===== config.mk =====
export PLATFORM = sky130hd
export DESIGN_NAME = vga_timing_gen
export DESIGN_NICKNAME = d
export VERILOG_FILES = /design/src/rtl/vga_pkg.sv /design/src/rtl/vga_axis_counter.sv /design/src/rtl/vga_timing_gen.sv
export SDC_FILE = /design/constraint.sdc
export NUM_CORES = 1
export LEC_CHECK = 0
export CAP_MARGIN = 40
export CORE_ASPECT_RATIO = 0.75
export CORE_UTILIZATION = 44
export CTS_CLUSTER_SIZE = 20
export DETAILED_ROUTE_END_ITERATION = 12
export GPL_ROUTABILITY_DRIVEN = 0
export MAX_ROUTING_LAYER = met4
export PLACE_DENSITY = 0.95
export SLEW_MARGIN = 25
export SYNTH_ARGS = -nofsm -noshare
export SYNTH_HDL_FRONTEND = slang
export SYNTH_SLANG_ARGS = --single-unit

===== constraint.sdc =====
create_clock -name clk -period 4.3 [get_ports clk]
set_clock_uncertainty 0.2 [all_clocks]
set_input_delay 0.645 -clock clk [delete_from_list [all_inputs] [get_ports clk]]
set_output_delay 0.645 -clock clk [all_outputs]
set_load 0.01 [all_outputs]

===== src/rtl/vga_pkg.sv =====
// Shared 640x480@60 raster constants, the RGB444 pixel type and the colour-bar helper.
package vga_pkg;

    localparam int unsigned CNT_W = 10;

    localparam int unsigned VGA_H_VISIBLE = 640;
    localparam int unsigned VGA_H_FRONT   = 16;
    localparam int unsigned VGA_H_SYNC    = 96;
    localparam int unsigned VGA_H_BACK    = 48;
    localparam int unsigned VGA_V_VISIBLE = 480;
    localparam int unsigned VGA_V_FRONT   = 10;
    localparam int unsigned VGA_V_SYNC    = 2;
    localparam int unsigned VGA_V_BACK    = 33;

    localparam int unsigned VGA_H_TOT = VGA_H_VISIBLE + VGA_H_FRONT + VGA_H_SYNC + VGA_H_BACK;
    localparam int unsigned VGA_V_TOT = VGA_V_VISIBLE + VGA_V_FRONT + VGA_V_SYNC + VGA_V_BACK;

    localparam int unsigned BAR_W = 80;

    typedef struct packed {
        logic [3:0] r;
        logic [3:0] g;
        logic [3:0] b;
    } rgb444_t;

    // Bars left to right: white, yellow, cyan, green, magenta, red, blue, black.
    function automatic rgb444_t bar_colour(input logic [2:0] idx);
        logic [2:0] on;
        case (idx)
            3'd0:    on = 3'b111;
            3'd1:    on = 3'b110;
            3'd2:    on = 3'b011;
            3'd3:    on = 3'b010;
            3'd4:    on = 3'b101;
            3'd5:    on = 3'b100;
            3'd6:    on = 3'b001;
            default: on = 3'b000;
        endcase
        return '{r: {4{on[2]}}, g: {4{on[1]}}, b: {4{on[0]}}};
    endfunction

endpackage


===== src/rtl/vga_axis_counter.sv =====
// Wrapping raster counter for one axis, with terminal-count, visible and sync-window flags.
module vga_axis_counter
    import vga_pkg::*;
#(
    parameter int unsigned TOTAL      = VGA_H_TOT,
    parameter int unsigned VISIBLE    = VGA_H_VISIBLE,
    parameter int unsigned SYNC_START = VGA_H_VISIBLE + VGA_H_FRONT,
    parameter int unsigned SYNC_END   = VGA_H_VISIBLE + VGA_H_FRONT + VGA_H_SYNC
) (
    input  logic             clk,
    input  logic             rst,
    input  logic             en,
    output logic [CNT_W-1:0] count,
    output logic             wrap_c,
    output logic             visible_c,
    output logic             sync_c
);

    assign wrap_c    = (count == CNT_W'(TOTAL - 1));
    assign visible_c = (count < CNT_W'(VISIBLE));
    assign sync_c    = (count >= CNT_W'(SYNC_START)) && (count < CNT_W'(SYNC_END));

    always_ff @(posedge clk or posedge rst) begin
        if (rst) begin
            count <= '0;
        end else if (en) begin
            count <= wrap_c ? '0 : count + CNT_W'(1);
        end
    end

endmodule


===== src/rtl/vga_timing_gen.sv =====
// VGA raster timing plus the registered colour/sync stage toward the DAC.
// Optional colour-bar source enabled by defining VGA_TEST_PATTERN_EN.
module vga_timing_gen
    import vga_pkg::*;
#(
    parameter int unsigned H_VISIBLE       = VGA_H_VISIBLE,
    parameter int unsigned H_FRONT         = VGA_H_FRONT,
    parameter int unsigned H_SYNC          = VGA_H_SYNC,
    parameter int unsigned H_BACK          = VGA_H_BACK,
    parameter int unsigned V_VISIBLE       = VGA_V_VISIBLE,
    parameter int unsigned V_FRONT         = VGA_V_FRONT,
    parameter int unsigned V_SYNC          = VGA_V_SYNC,
    parameter int unsigned V_BACK          = VGA_V_BACK,
    parameter bit          SYNC_ACTIVE_LOW = 1'b1
) (
    input  logic        clk,
    input  logic        rst,
    input  logic        pix_en,
    input  logic [3:0]  rgb_in_r,
    input  logic [3:0]  rgb_in_g,
    input  logic [3:0]  rgb_in_b,
    input  logic        test_sel,
    output logic [31:0] row,
    output logic [31:0] col,
    output logic        hsync,
    output logic        vsync,
    output logic [3:0]  vga_r,
    output logic [3:0]  vga_g,
    output logic [3:0]  vga_b,
    output logic        active,
    output logic        frame_start
);

    localparam int unsigned H_TOT = H_VISIBLE + H_FRONT + H_SYNC + H_BACK;
    localparam int unsigned V_TOT = V_VISIBLE + V_FRONT + V_SYNC + V_BACK;

    logic [CNT_W-1:0] h_count;
    logic [CNT_W-1:0] v_count;
    logic             h_wrap_c;
    logic             h_vis_c;
    logic             h_sync_c;
    logic             v_vis_c;
    logic             v_sync_c;
    logic             v_en_c;
    logic             v_wrap_unused;
    logic             vis_c;
    rgb444_t          src_c;
    rgb444_t          pix_q;

    assign v_en_c = pix_en && h_wrap_c;

    vga_axis_counter #(
        .TOTAL      (H_TOT),
        .VISIBLE    (H_VISIBLE),
        .SYNC_START (H_VISIBLE + H_FRONT),
        .SYNC_END   (H_VISIBLE + H_FRONT + H_SYNC)
    ) u_h_axis (
        .clk       (clk),
        .rst       (rst),
        .en        (pix_en),
        .count     (h_count),
        .wrap_c    (h_wrap_c),
        .visible_c (h_vis_c),
        .sync_c    (h_sync_c)
    );

    vga_axis_counter #(
        .TOTAL      (V_TOT),
        .VISIBLE    (V_VISIBLE),
        .SYNC_START (V_VISIBLE + V_FRONT),
        .SYNC_END   (V_VISIBLE + V_FRONT + V_SYNC)
    ) u_v_axis (
        .clk       (clk),
        .rst       (rst),
        .en        (v_en_c),
        .count     (v_count),
        .wrap_c    (v_wrap_unused),
        .visible_c (v_vis_c),
        .sync_c    (v_sync_c)
    );

    assign vis_c = h_vis_c && v_vis_c;
    assign row   = 32'(v_count);
    assign col   = 32'(h_count);

    // Pixel source for the current position: renderer colour, or bars when selected.
    always_comb begin
        src_c = '{r: rgb_in_r, g: rgb_in_g, b: rgb_in_b};
`ifdef VGA_TEST_PATTERN_EN
        if (test_sel) begin
            src_c = bar_colour(3'(h_count / CNT_W'(BAR_W)));
        end
`endif
    end

`ifndef VGA_TEST_PATTERN_EN
    logic test_sel_unused;
    assign test_sel_unused = test_sel;
`endif

    // Output stage captures the position the counters held on the tick, so it lags row/col by one tick.
    always_ff @(posedge clk or posedge rst) begin
        if (rst) begin
            hsync       <= SYNC_ACTIVE_LOW;
            vsync       <= SYNC_ACTIVE_LOW;
            pix_q       <= '0;
            active      <= 1'b0;
            frame_start <= 1'b0;
        end else begin
            frame_start <= pix_en && (h_count == '0) && (v_count == '0);
            if (pix_en) begin
                active <= vis_c;
                pix_q  <= vis_c ? src_c : '0;
                hsync  <= h_sync_c ^ SYNC_ACTIVE_LOW;
                vsync  <= v_sync_c ^ SYNC_ACTIVE_LOW;
            end
        end
    end

    assign vga_r = pix_q.r;
    assign vga_g = pix_q.g;
    assign vga_b = pix_q.b;

endmodule


==> reports/metrics.csv <==
stage,metric,value,unit
worst_setup_path,crit end category,flip-flop,
floorplanning,die height,60.38,µm
floorplanning,Die Area,4821,µm²
grt,antenna violations before repair,0,
cells_and_area,fraction of layout cells with a size suffix above 1,7.692,%
logic_synthesis,"Avg Cell Area, Syn",10.47,µm²
route,Detail Route Antenna Nets,0,
power,total power,1.115,mW
worst_setup_path,CP Class,primary input to flip-flop,
logic_synthesis,synth warn,0,
clocking,CTS Sinks,36,
clocking,clock tree buffer depth,2,
worst_setup_path,Top delay family on crit path,simple AND/OR/NAND/NOR gates,
sta,Slew Limit Fails,0,
grt,number of global-route vias before repair,1324,
sta,RSZ-0062 raised after global routing,no,
route,First-pass DRT Iterations,4,
clocking,worst skew pair latency,0.28,ns
placed_design,Port Buf Inserts,50,
worst_setup_path,Critical Path Start Type,primary input,
logic_synthesis,Post-Synthesis Cells,191,
logic_synthesis,largest cells by area after synthesis,"dfrtp_1 43%, buf_4 17%, a22o_1 5.3%",
logic_synthesis,"FF+latch count, synth",36,
run_status,status,"finished, final reports clean",
clocking,count of hold-fix buffers inserted at cts,0,
logic_synthesis,post-synth cell types,40,
sta,Max Fclk,363.2,MHz
worst_setup_path,most frequent CP cell,buf_4,
worst_setup_path,Worst EP arrival,2.72,ns
route,DRC,0,
cells_and_area,# fillers,335,
sta,Worst-Margin Slew,0.8159,ns
clocking,CTS Root Cell,clkbuf_8,
cells_and_area,fin nets,266,
cells_and_area,fin area,2572,µm²
worst_setup_path,Reg2Reg Depth,6,
placed_design,Area after DPL,2414,µm²
logic_synthesis,Netlist Area Pre-Place,1999,µm²
worst_setup_path,Critical Path Fanout Max,10,
clocking,Worst-path clk slew,0.07,ns
worst_setup_path,crit path max-delay cell type,nor4_1,
floorplanning,io pins,96,
placed_design,dpl hpwl,3163,µm
sta,post-route setup TNS,0,ns
worst_setup_path,WP buf/inv,3,
logic_synthesis,post-synth top area share,42.55,%
sta,Hold Fails Final Rpt,0,
floorplanning,die width,79.84,µm
route,routed len/inst,13.69,µm
power,Leak Pwr,1.206,nW
worst_setup_path,crit-path cells,clkdlybuf4s50_1 -> buf_4 -> nand4_4 -> nor4_1 -> buf_4 -> nand4_1 -> xnor2_1,
logic_synthesis,"Seq/Total Area, Yosys",45.18,%
logic_synthesis,cell accounting for the most synthesized area,dfrtp_1,
clocking,# resized after CTS,0,
cells_and_area,multi-input logic area,873.3,µm²
logic_synthesis,"Async S/R FF share, synth",100.0,%
grt,largest net degree at the start of global routing,16,
power,Max IR drop VDD,233.6,µV
cells_and_area,"commonest non-fill, non-tap cell in the layout",clkdlybuf4s50_1,
cells_and_area,# diodes,0,
grt,first-pass GRT wire length,6499,µm
worst_setup_path,required time of the critical path,4.27,ns
cells_and_area,Reg area,903.4,µm²
route,DRT iter0 DRCs,115,
sta,Final min period,2.753,ns
sta,fin crit share,64.03,%
cells_and_area,Area Growth Syn to Fin,28.66,%
clocking,postcts setup bufs,0,
logic_synthesis,ys flop type,dfrtp_1,
route,Via Count,1486,
clocking,CTS tree,done,
sta,Slew headroom,45.10,%
worst_setup_path,CP peak stage delay,0.72,ns
sta,final setup violation count,0,
logic_synthesis,Post-synth EDFFs,0,
route,routed vias/inst,4.921,
worst_setup_path,Levels on crit path,7,
grt,gr ovfl total,0,
floorplanning,Core Area,4204,µm²
route,drt total wl,4133,µm
grt,global-route usage over all layers,18.70,%
power,PD cells,433.4,nW/µm²
cells_and_area,"commonest non-fill, non-tap cells in the layout","50 x clkdlybuf4s50_1, 44 x conb_1, 34 x dfrtp_1",
clocking,H-tree levels,2,
floorplanning,Initial Utilization,47.56,%
hold_path,Hold Path Class,flip-flop to flip-flop,
floorplanning,Rows,20,
hold_path,Worst Hold Depth,1,
clocking,TritonCTS Buffers,5,
flow_run,Max-Cap Viols,0,
## path summary, 6_finish.rpt
| path | from | end | slack [ns] |
|---|---|---|---|
| min in group asynchronous | rst | vga_r[3] | 0.50 |
| setup reg to reg | u_h_axis.count[0] | u_v_axis.count[8] | 1.88 |
| hold / removal | active | active | 0.29 |
| hold reg to reg | active | active | 0.29 |
| max in group asynchronous | rst | hsync | 2.85 |
| setup / recovery | pix_en | u_v_axis.count[8] | 1.55 |
## power by group
group / switching (mW) / internal (mW)
registers: 0.0715 / 0.381
clock network: 0.120 / 0.290
logic: 0.114 / 0.138
## through the flow
step	hold slack (ns)	utilization [%]	cells	worst slack (ns)
2_1_floorplan	0.2907	-	234	2.209
3_3_place_gp	0.2622	57.05	293	1.264
3_5_place_dp	0.2678	57.41	294	1.232
4_1_cts	0.2880	61.19	302	1.557
5_1_grt	0.3259	61.19	302	1.424
6_report	0.2860	61.19	302	1.547
## routing by layer
layer  track usage, %  up-vias  routed length (µm)
li1                 -      700                   -
met1            25.19      720                1831
met2            26.98       61                1999
met3            4.511        5                 244
met4            8.163        0                  57
met5                -        -                   0
## cells in the mapped netlist (all sizes together) (2+ instances only)
master and number:
a21o 2, a22o 12, a31oi 2, and3 4, and4 3, buf 48, clkbuf 2, dfrtp 34
dfstp 2, ha 4, inv 6, mux2i 2, nand2 5, nand3 12, nand4 5, nand4b 2
nor2 8, nor3 2, nor4 4, nor4b 2, o21ai 6, or4 2, xnor2 8, xor2 3
## worst register-to-register path: cells and delay by family (launching register included)
family | cells | cell delay, ns
xor+xnor | 1 | 0.16
fa+ha+maj | 1 | 0.24
buf+inv | 1 | 0.28
flops | 1 | 0.43
simple gates | 3 | 1.02
## registers in the layout, summed over array words and instances (netlist names)
signal	cells
active	1
frame_start	1
hsync	1
u_h_axis.count	10
u_v_axis.count	10
vga_b	4
vga_g	4
vga_r	4
vsync	1
## logic make-up (layout without fill, tap and decap cells)
group | Yosys count | in the layout | synth area share, %
AOI/OAI and AO/OA | 26 | 26 | 9.574
xor gates and xnor gates | 11 | 11 | 4.819
adders and majority gates | 4 | 4 | 2.503
buffers and inverters | 56 | 69 | 19.52
DFF | 36 | 36 | 45.18
muxes | 2 | 2 | 1.001
other | 1 | 44 | 0.1876
and+or+nand+nor | 55 | 55 | 17.21
## layout make-up
| class | instances | share of cell area (%) |
|---|---|---|
| Inverter | 6 | 0.8755 |
| Timing Repair Buffer | 55 | 21.21 |
| Clock buffer | 5 | 2.675 |
| Clock inverter | 3 | 3.502 |
| Multi-Input combinational cell | 142 | 33.95 |
| Sequential cell | 36 | 35.12 |
| Tap cell | 55 | 2.675 |
(Power assumes the default switching activity.)
